[config.mk]
export PLATFORM = sky130hd
export DESIGN_NAME = serial_sub32_flat
export DESIGN_NICKNAME = d
export VERILOG_FILES = /design/src/rtl/serial_sub32_if.sv /design/src/rtl/serial_sub32.sv /design/src/flat_wrapper.sv
export SDC_FILE = /design/constraint.sdc
export NUM_CORES = 1
export LEC_CHECK = 0
export ABC_AREA = 1
export CORE_MARGIN = 2
export CORE_UTILIZATION = 46
export CTS_CLUSTER_SIZE = 40
export DETAILED_ROUTE_END_ITERATION = 7
export PLACE_DENSITY_LB_ADDON = 0.05
export SLEW_MARGIN = 0
export SYNTH_ARGS = -nofsm -noshare
export SYNTH_HDL_FRONTEND = slang
export SYNTH_SLANG_ARGS = --single-unit
export TNS_END_PERCENT = 20
[constraint.sdc]
create_clock -name clk -period 2.45 [get_ports clk]
set_input_delay 0.735 -clock clk [delete_from_list [all_inputs] [get_ports clk]]
set_output_delay 0.735 -clock clk [all_outputs]
set_load 0.03 [all_outputs]
[src/rtl/serial_sub32_if.sv]
// Handshake and operand/result bundle for the 4-bit-slice serial subtractor.
interface serial_sub32_if;
  logic        start;
  logic [31:0] a;
  logic [31:0] b;
  logic        bi;
  logic        busy;
  logic        done;
  logic [31:0] d;
  logic        bo;
  logic        z;
  logic        n;
  logic        v;

  modport master (output start, a, b, bi, input busy, done, d, bo, z, n, v);
  modport slave  (input start, a, b, bi, output busy, done, d, bo, z, n, v);
endinterface

[src/rtl/serial_sub32.sv]
// 32-bit subtractor d = a - b - bi, computed one 4-bit slice per clock, LSB slice first,
// with the borrow rippling through a register between slices.
module serial_sub32_slice #(
  parameter int W = 4
) (
  input  logic [W-1:0] x,
  input  logic [W-1:0] y,
  input  logic         bin,
  output logic [W-1:0] diff,
  output logic         bout
);
  logic [W:0] r;
  // Bit W of the (W+1)-bit difference is set exactly when the slice underflows.
  assign r    = {1'b0, x} - {1'b0, y} - {{W{1'b0}}, bin};
  assign diff = r[W-1:0];
  assign bout = r[W];
endmodule

module serial_sub32 (
  input  logic           clk,
  input  logic           reset_n,
  serial_sub32_if.slave  bus
);
  localparam int WIDTH  = 32;
  localparam int SLICE  = 4;
  localparam int NSLICE = WIDTH / SLICE;

  typedef enum logic [1:0] {IDLE, RUN, DONE} state_t;

  state_t             state, state_nx;
  logic [2:0]         cnt;
  logic [WIDTH-1:0]   a_r, b_r, d_r;
  logic               brw;
  logic               bo_r, z_r, n_r, v_r;
  logic               load, last, busy, done;
  logic [SLICE-1:0]   a_sl, b_sl, diff_sl;
  logic               bout_sl;
  logic [WIDTH-1:0]   d_full;

  assign a_sl = a_r[{cnt, 2'b00} +: SLICE];
  assign b_sl = b_r[{cnt, 2'b00} +: SLICE];

  serial_sub32_slice #(.W(SLICE)) u_slice (
    .x    (a_sl),
    .y    (b_sl),
    .bin  (brw),
    .diff (diff_sl),
    .bout (bout_sl)
  );

  assign last   = (state == RUN) && (cnt == 3'(NSLICE - 1));
  // Only meaningful on the last slice, when the lower 28 bits are already in d_r.
  assign d_full = {diff_sl, d_r[WIDTH-SLICE-1:0]};

  always_ff @(posedge clk or negedge reset_n) begin
    if (!reset_n) state <= IDLE;
    else          state <= state_nx;
  end

  always_comb begin
    state_nx = state;
    load     = 1'b0;
    busy     = 1'b0;
    done     = 1'b0;
    case (state)
      IDLE: begin
        if (bus.start) begin
          load     = 1'b1;
          state_nx = RUN;
        end
      end
      RUN: begin
        busy = 1'b1;
        if (cnt == 3'(NSLICE - 1)) state_nx = DONE;
      end
      DONE: begin
        done = 1'b1;
        if (bus.start) begin
          load     = 1'b1;
          state_nx = RUN;
        end else begin
          state_nx = IDLE;
        end
      end
      default: state_nx = IDLE;
    endcase
  end

  always_ff @(posedge clk or negedge reset_n) begin
    if (!reset_n) begin
      cnt  <= '0;
      a_r  <= '0;
      b_r  <= '0;
      brw  <= 1'b0;
      d_r  <= '0;
      bo_r <= 1'b0;
      z_r  <= 1'b0;
      n_r  <= 1'b0;
      v_r  <= 1'b0;
    end else if (load) begin
      a_r <= bus.a;
      b_r <= bus.b;
      brw <= bus.bi;
      cnt <= '0;
    end else if (state == RUN) begin
      d_r[{cnt, 2'b00} +: SLICE] <= diff_sl;
      brw <= bout_sl;
      cnt <= cnt + 3'd1;
      if (last) begin
        bo_r <= bout_sl;
        z_r  <= (d_full == '0);
        n_r  <= d_full[WIDTH-1];
        v_r  <= (a_r[WIDTH-1] != b_r[WIDTH-1]) && (d_full[WIDTH-1] != a_r[WIDTH-1]);
      end
    end
  end

  assign bus.busy = busy;
  assign bus.done = done;
  assign bus.d    = d_r;
  assign bus.bo   = bo_r;
  assign bus.z    = z_r;
  assign bus.n    = n_r;
  assign bus.v    = v_r;
endmodule
[src/flat_wrapper.sv]
// flat-port wrapper written by rule: the top's interface ports become plain ports
module serial_sub32_flat 
  (clk, reset_n, bus_start, bus_a, bus_b, bus_bi, bus_busy, bus_done, bus_d, bus_bo, bus_z, bus_n, bus_v);
  serial_sub32_if bus_i ();
  input  logic clk;
  input  logic reset_n;
  input wire logic [$bits(bus_i.start)-1:0] bus_start;
  input wire logic [$bits(bus_i.a)-1:0] bus_a;
  input wire logic [$bits(bus_i.b)-1:0] bus_b;
  input wire logic [$bits(bus_i.bi)-1:0] bus_bi;
  output wire logic [$bits(bus_i.busy)-1:0] bus_busy;
  output wire logic [$bits(bus_i.done)-1:0] bus_done;
  output wire logic [$bits(bus_i.d)-1:0] bus_d;
  output wire logic [$bits(bus_i.bo)-1:0] bus_bo;
  output wire logic [$bits(bus_i.z)-1:0] bus_z;
  output wire logic [$bits(bus_i.n)-1:0] bus_n;
  output wire logic [$bits(bus_i.v)-1:0] bus_v;
  assign bus_i.start = bus_start;
  assign bus_i.a = bus_a;
  assign bus_i.b = bus_b;
  assign bus_i.bi = bus_bi;
  assign bus_busy = bus_i.busy;
  assign bus_done = bus_i.done;
  assign bus_d = bus_i.d;
  assign bus_bo = bus_i.bo;
  assign bus_z = bus_i.z;
  assign bus_n = bus_i.n;
  assign bus_v = bus_i.v;
  serial_sub32 u_core (.clk(clk), .reset_n(reset_n), .bus(bus_i));
endmodule
==> qor.yml, run 1 <==
sta:
  timing.final.max_slew_violations: 0
  grt_setup_unrepaired: "yes"
  final_period_minus_worst_setup_slack_ns: 2.658
  setup_slack_ns: -0.2083
  fin_crit_sh: 1.085
  timing_worst_slew_pin_value_ns: 0.4283
  final-setup-viol-count: 7
  maxClockFrequency_mhz: 376.2
  relSlewSlack: 0.7118
  finClkSkew_ns: 0.01707
  report.final.hold_viol_count: 0
floorplanning:
  row_count: 38
  core_region_area_um2: 10750
  die_w_um: 108.5
  initial_utilization: 0.4672
  count_of_boundary_i_o_pins: 106
  fp.dieH_um: 108.5
  design.die.area_um2: 11760
final_layout:
  layout.core_utilization: 0.6189
  drive_gt1_frac: 0.1401
  commonest_non_fill_non_tap_cell_in_the_layout: "sky130_fd_sc_hd__nand2_1"
  area_overhead_of_the_layout_relative_to_synthesis_pct: 32.48
  count_of_inserted_antenna_diode_cells: 0
  layout_common_cells: "sky130_fd_sc_hd__nand2_1, sky130_fd_sc_hd__dfrtp_1, sky130_fd_sc_hd__clkdlybuf4s50_1"
  layout.nets: 808
placement:
  dp.final_hpwl_um: 8824
  portBuffers: 105
  globalplace.congestion: 0.8661
  dpl_worst_slack_ns: -0.2242
worst_setup_path:
  setup.worst_path.end_class: "register"
  path_max_fanout: 5
  criticalPathCategory: "reg -> reg"
  critical_path_arrival_ns: 2.96
  cp_startpoint_kind: "register"
  required_ns: 2.75
run_status:
  status: "finished, violations left"
  violations: "negative setup slack"
routing:
  drt_iter0_markers: 205
  drt_first_pass_iters: 4
  post_drt_via_cell_ratio: 4.949
  routed_length_per_instance_um: 13.87
  remaining_drc_errors: 0
  number_of_vias_after_detailed_routing: 4330
  antenna_violating_nets_post_route: 0
  total_wire_length_after_detailed_routing_um: 12140
synthesis:
  seq_area_frac_synth: 0.5284
  yosys.cell_types.count: 37
  yosys_warnings: 0
  netlist_instances: 608
  synth_area_leaders: "sky130_fd_sc_hd__dfrtp_1, sky130_fd_sc_hd__nand2_1, sky130_fd_sc_hd__o21ai_0"
  post-synth-top-area-fraction: 0.5284
  post_synth_instance_area_um2: 5020
  synth.net_count: 686
  cell_type_with_the_highest_aggregate_area_in_the_netlist: "sky130_fd_sc_hd__dfrtp_1"
  syn_area_per_cell_um2: 8.256
  synth_seq_cells: 106
grt:
  global_route.peak_usage_layer: "met2"
  antenna_found_initial: 0
  globalRouteTotalUtil: 0.2192
  grt_pass1_wl_um: 20330
  gr-total-overflow: 0
  grt_use_met1: 0.3002
  vias_in_the_first_global_route: 4260
  grt_start_max_net_pins: 75
  met3_usage: 0.04099
  use_met2: 0.3603
clock_network:
  tritoncts: "done"
  clock_latency_ns: 0.37
  cts.root.buffer_cell: "sky130_fd_sc_hd__clkbuf_8"
  clkTransAtPathRegs_ns: 0.11
  clock_tree.htree_level_count: 3
  tritoncts_num_sinks: 106
  cts_inserted_buffers: 9
  clockBufferDepth: 2
  cts_hold_buf: 0
min_path:
  timing.hold.worst.class: "in -> async"
flow_run:
  max-cap-violations: 0
through the flow:
step / instances / hold slack (ns) / area [µm²] / setup TNS, ns
2_1_floorplan: 608 / 0.4394 / 5031 / -0.3331
6_report: 875 / 0.2877 / 6650 / -0.5226
5_1_grt: 875 / 0.3007 / 6650 / -2.326
3_3_place_gp: 858 / 0.4606 / 6402 / -0.8345
3_5_place_dp: 858 / 0.4654 / 6402 / -1.973
4_1_cts: 875 / 0.3007 / 6628 / -0.4825
path summary, 6_finish.rpt:
kind	startpoint	to	slack, ns	cells after the start
worst max-delay path	u_core.cnt[0]$_DFFE_PN0P_	u_core.bus.z$_DFFE_PN0P_	-0.21	15
worst min-delay path	reset_n	u_core.a_r[29]$_DFFE_PN0P_	0.29	1
worst max register to register	u_core.cnt[0]$_DFFE_PN0P_	u_core.bus.z$_DFFE_PN0P_	-0.21	15
worst min register to register	u_core.bus.z$_DFFE_PN0P_	u_core.bus.z$_DFFE_PN0P_	0.48	2
max in group asynchronous	reset_n	u_core.b_r[18]$_DFFE_PN0P_	1.55	2
min in group clk	u_core.bus.z$_DFFE_PN0P_	u_core.bus.z$_DFFE_PN0P_	0.48	2
worst max-delay path, stage by stage (launching register included):
cell                      delay (ns)
sky130_fd_sc_hd__dfrtp_2        0.45
sky130_fd_sc_hd__buf_6          0.14
sky130_fd_sc_hd__o21ai_2        0.11
sky130_fd_sc_hd__o22ai_1        0.09
sky130_fd_sc_hd__nor2_1         0.13
sky130_fd_sc_hd__a31oi_2        0.07
sky130_fd_sc_hd__fa_2           0.41
sky130_fd_sc_hd__inv_2          0.08
sky130_fd_sc_hd__fa_2           0.44
sky130_fd_sc_hd__inv_2          0.08
sky130_fd_sc_hd__nand3_2        0.08
sky130_fd_sc_hd__nor3_2         0.15
sky130_fd_sc_hd__nand4_1        0.11
sky130_fd_sc_hd__nor2_1         0.12
sky130_fd_sc_hd__nand3_1        0.08
sky130_fd_sc_hd__nand2_1        0.07
registers in the layout, summed over array words and instances (netlist names):
signal / flops
u_core.bus.bo: 1
u_core.bus.d: 32
u_core.bus.v: 1
u_core.b_r: 32
u_core.bus.z: 1
u_core.a_r: 32
u_core.cnt: 3
u_core.state: 2
u_core.brw: 1
u_core.bus.n: 1
synth_stat cells, drive strengths merged:
cell type	count
ha	8
mux2i	2
xor2	1
inv	38
buf	17
a31oi	3
nor3b	1
a21oi	6
fa	2
o21a	2
a32oi	1
nand2	245
dfrtp	106
nor3	3
clkbuf	8
nor2	60
o22ai	7
xnor2	1
o21ai	61
nand4	2
o211ai	1
nand3	26
nor4	4
o221ai	3
per-layer routing:
metal  wire (µm)  vias to the layer above
li1            -                     2190
met1        5656                     2010
met2        5738                      121
met3         627                        9
met4         117                        0
met5           0                        -
cells by family (layout without fill, tap and decap cells):
group | after synthesis | count (layout) | share of synthesized area
fa+ha+maj | 10 | 10 | 0.02792
xor+xnor | 2 | 2 | 0.003490
flops | 106 | 106 | 0.5284
mux | 2 | 2 | 0.003988
compound gates | 84 | 84 | 0.09372
buf+inv | 63 | 190 | 0.05409
simple gates | 341 | 341 | 0.2884
area by class of cell:
cell class                 instances  area, µm²
clock buffer                      10      137.6
clock inverter                     6      46.29
fill                            1009       4095
inverter                          38      145.1
multi-input combinational        439       2153
sequential                       106       2654
tap                              140      175.2
timing repair buffer             136       1339
what timing repair did:
| action | 4_1_cts | 5_1_grt |
|---|---|---|
| buffers inserted | 1 | 0 |
| endpoints found under the setup margin | 19 | 27 |
| pin swaps | 4 | 10 |
| resized for setup | 11 | 13 |
Power of run 1 is not shown: default switching activity piles up to over one toggle a cycle in this logic, so the estimate is an artifact.
==> run 2: changes to the inputs <==
- GPL_TIMING_DRIVEN: unset -> 0
- MAX_ROUTING_LAYER: unset -> met4
==> run 2 against run 1 <==
Net effect: the run still ends with negative setup slack left; worst setup slack lost 0.16 ns; wire length grew 11%; highest routed layer unchanged; first-iteration DRC count grew 20%; critical path depth grew 1; maximum frequency shrank 5.6%; largest cell class unchanged.
==> qor.yml, run 2 (same netlist as run 1, synthesis figures left out) <==
sta:
  fin_crit_sh: 1.149  # +0.06378
  timing.final.max_slew_violations: 0  # unchanged
  final_period_minus_worst_setup_slack_ns: 2.815  # +0.1563 ns
  final-setup-viol-count: 29  # +22
  finClkSkew_ns: 0.008792  # -0.008277 ns
  setup_slack_ns: -0.3645  # -0.1563 ns
  relSlewSlack: 0.6196  # -0.09226
  maxClockFrequency_mhz: 355.3  # -5.6%
  report.final.hold_viol_count: 0  # unchanged
  grt_setup_unrepaired: "yes"
  timing_worst_slew_pin_value_ns: 0.5707  # +0.1423 ns
routing:
  drt_first_pass_iters: 4  # unchanged
  remaining_drc_errors: 0  # unchanged
  total_wire_length_after_detailed_routing_um: 13510  # +11%
  routed_length_per_instance_um: 15.30  # +10%
  antenna_violating_nets_post_route: 0  # unchanged
  drt_iter0_markers: 247  # +20%
  post_drt_via_cell_ratio: 5.110  # +3.3%
  number_of_vias_after_detailed_routing: 4512  # +4.2%
floorplanning:
  row_count: 38  # unchanged
  initial_utilization: 0.4672  # unchanged
  fp.dieH_um: 108.5  # unchanged
  design.die.area_um2: 11760  # unchanged
  count_of_boundary_i_o_pins: 106  # unchanged
  die_w_um: 108.5  # unchanged
  core_region_area_um2: 10750  # unchanged
worst_setup_path:
  critPathSlowestCell: "sky130_fd_sc_hd__fa_2"
  max_stage_delay_ns: 0.48  # +0.03 ns
  criticalPathCategory: "reg -> reg"
  path_cells: "buf_6 -> buf_8 -> buf_6 -> a21oi_2 -> a21oi_2 -> a32oi_2 -> fa_2 -> inv_2 -> fa_2 -> inv_2 -> nand3_2 -> nor3_2 -> nand4_1 -> nor2_1 -> nand3_1 -> nand2_1"
  setup.worst_path.end_class: "register"
  path_delay_family: "adder cells"
  critPathBufInv: 5  # +2
  critical_path_arrival_ns: 3.15  # +0.19 ns
  path_max_fanout: 10  # +5
  cp_startpoint_kind: "register"
  required_ns: 2.78  # +0.03 ns
grt:
  grt_start_max_net_pins: 66  # -12%
  gr-total-overflow: 0  # unchanged
  vias_in_the_first_global_route: 4524  # +6.2%
  globalRouteTotalUtil: 0.2487  # +0.02957
  antenna_found_initial: 0  # unchanged
  grt_pass1_wl_um: 21740  # +7.0%
final_layout:
  commonest_non_fill_non_tap_cell_in_the_layout: "sky130_fd_sc_hd__nand2_1"
  finish.instance_area_um2: 6823  # +2.6%
  drive_gt1_frac: 0.1507  # +0.01060
  area_overhead_of_the_layout_relative_to_synthesis_pct: 35.92
  layout_common_cells: "sky130_fd_sc_hd__nand2_1, sky130_fd_sc_hd__dfrtp_1, sky130_fd_sc_hd__clkdlybuf4s50_1"
  count_of_inserted_antenna_diode_cells: 0  # unchanged
  layout.nets: 816  # +0.99%
  fillers: 1012  # +0.30%
clock_network:
  clkTransAtPathRegs_ns: 0.10  # about the same
  tritoncts_num_sinks: 106  # unchanged
  clock_latency_ns: 0.38  # about the same
  cts_inserted_buffers: 9  # unchanged
  tritoncts: "done"
  clock_tree.htree_level_count: 3  # unchanged
  clockBufferDepth: 2  # unchanged
  cts.root.buffer_cell: "sky130_fd_sc_hd__clkbuf_8"
  cts_hold_buf: 0  # unchanged
placement:
  dp.final_hpwl_um: 9583  # +8.6%
  globalplace.congestion: 0.8428  # -2.7%
  portBuffers: 105  # unchanged
  placed_area_um2: 6282  # -1.9%
flow_run:
  max-cap-violations: 0  # unchanged
run_status:
  violations: "negative setup slack"
  status: "finished, violations left"
min_path:
  timing.hold.worst.class: "in -> async"
==> run 2: cell types whose count changed in the layout (fill, tap and decap cells not counted), sizes merged <==
cell,before,now
dlymetal6s2s,0,1
clkbuf,10,17
buf,32,31
dlygate4sd2,0,1
nand2,245,246
inv,41,38
clkdlybuf4s50,104,102
clkinv,1,3
bufinv,0,2
==> run 2: worst reg2reg max path: stages (launching register included) <==
cell,delay [ns]
sky130_fd_sc_hd__dfrtp_1,0.40
sky130_fd_sc_hd__buf_6,0.15
sky130_fd_sc_hd__buf_8,0.15
sky130_fd_sc_hd__buf_6,0.14
sky130_fd_sc_hd__a21oi_2,0.12
sky130_fd_sc_hd__a21oi_2,0.07
sky130_fd_sc_hd__a32oi_2,0.23
sky130_fd_sc_hd__fa_2,0.25
sky130_fd_sc_hd__inv_2,0.05
sky130_fd_sc_hd__fa_2,0.48
sky130_fd_sc_hd__inv_2,0.09
sky130_fd_sc_hd__nand3_2,0.08
sky130_fd_sc_hd__nor3_2,0.13
sky130_fd_sc_hd__nand4_1,0.13
sky130_fd_sc_hd__nor2_1,0.14
sky130_fd_sc_hd__nand3_1,0.09
sky130_fd_sc_hd__nand2_1,0.06
==> run 2: metal layers <==
metal  global-route usage  share of wire  routed length [µm]  up-vias
li1                     -              -                   -     2198
met1               0.3021           0.44                5903     2160
met2               0.4201           0.49                6655      124
met3              0.02773          0.038                 511       30
met4               0.1081          0.032                 436        0
met5                    -              0                   0        -
==> run 2: repair_timing <==
action                                 4_1_cts  5_1_grt
endpoints found under the hold margin        0        0
buffers inserted                            10        2
setup endpoints to repair                   35       30
pin swaps                                    9       13
cloned                                       0        1
resized for setup                           47       21
==> run 2: worst paths after layout <==
| check | start | to | slack, ns | cells past startpoint |
|---|---|---|---|---|
| max | u_core.cnt[0]$_DFFE_PN0P_ | u_core.bus.z$_DFFE_PN0P_ | -0.36 | 16 |
| min | reset_n | u_core.a_r[13]$_DFFE_PN0P_ | 0.32 | 1 |
| max reg2reg | u_core.cnt[0]$_DFFE_PN0P_ | u_core.bus.z$_DFFE_PN0P_ | -0.36 | 16 |
| min reg2reg | u_core.a_r[26]$_DFFE_PN0P_ | u_core.a_r[26]$_DFFE_PN0P_ | 0.48 | 2 |
| max in group asynchronous | reset_n | u_core.b_r[28]$_DFFE_PN0P_ | 1.41 | 2 |
| min in group clk | u_core.a_r[26]$_DFFE_PN0P_ | u_core.a_r[26]$_DFFE_PN0P_ | 0.48 | 2 |
==> run 2: final cells by class <==
cell class                      count  area [µm²]  share of cell area
Clock buffer                        9       123.9             0.01816
Sequential cell                   106        2653              0.3888
Multi-Input combinational cell    440        2257              0.3308
Tap cell                          140       175.2             0.02567
Buffer                             25       190.2             0.02787
Clock inverter                      7       93.84             0.01375
Timing Repair Buffer              118        1175              0.1722
Inverter                           38       155.1             0.02274
==> run 2: stage by stage <==
stage                     TNS (ns)  hold slack, ns  cells    util  setup WS (ns)
final                       -5.275          0.3240    883  0.6350        -0.3645
after detailed placement    -14.60          0.4605    854  0.5847        -0.9781
after global routing        -7.962          0.3635    883  0.6350        -0.5214
after CTS                   -4.637          0.3493    880  0.6256        -0.4627
after global placement     -366.08          0.4579    853  0.5823         -3.328
after floorplan            -0.3331          0.4394    608       -        -0.1647
Power of run 2 is left out for the same reason.
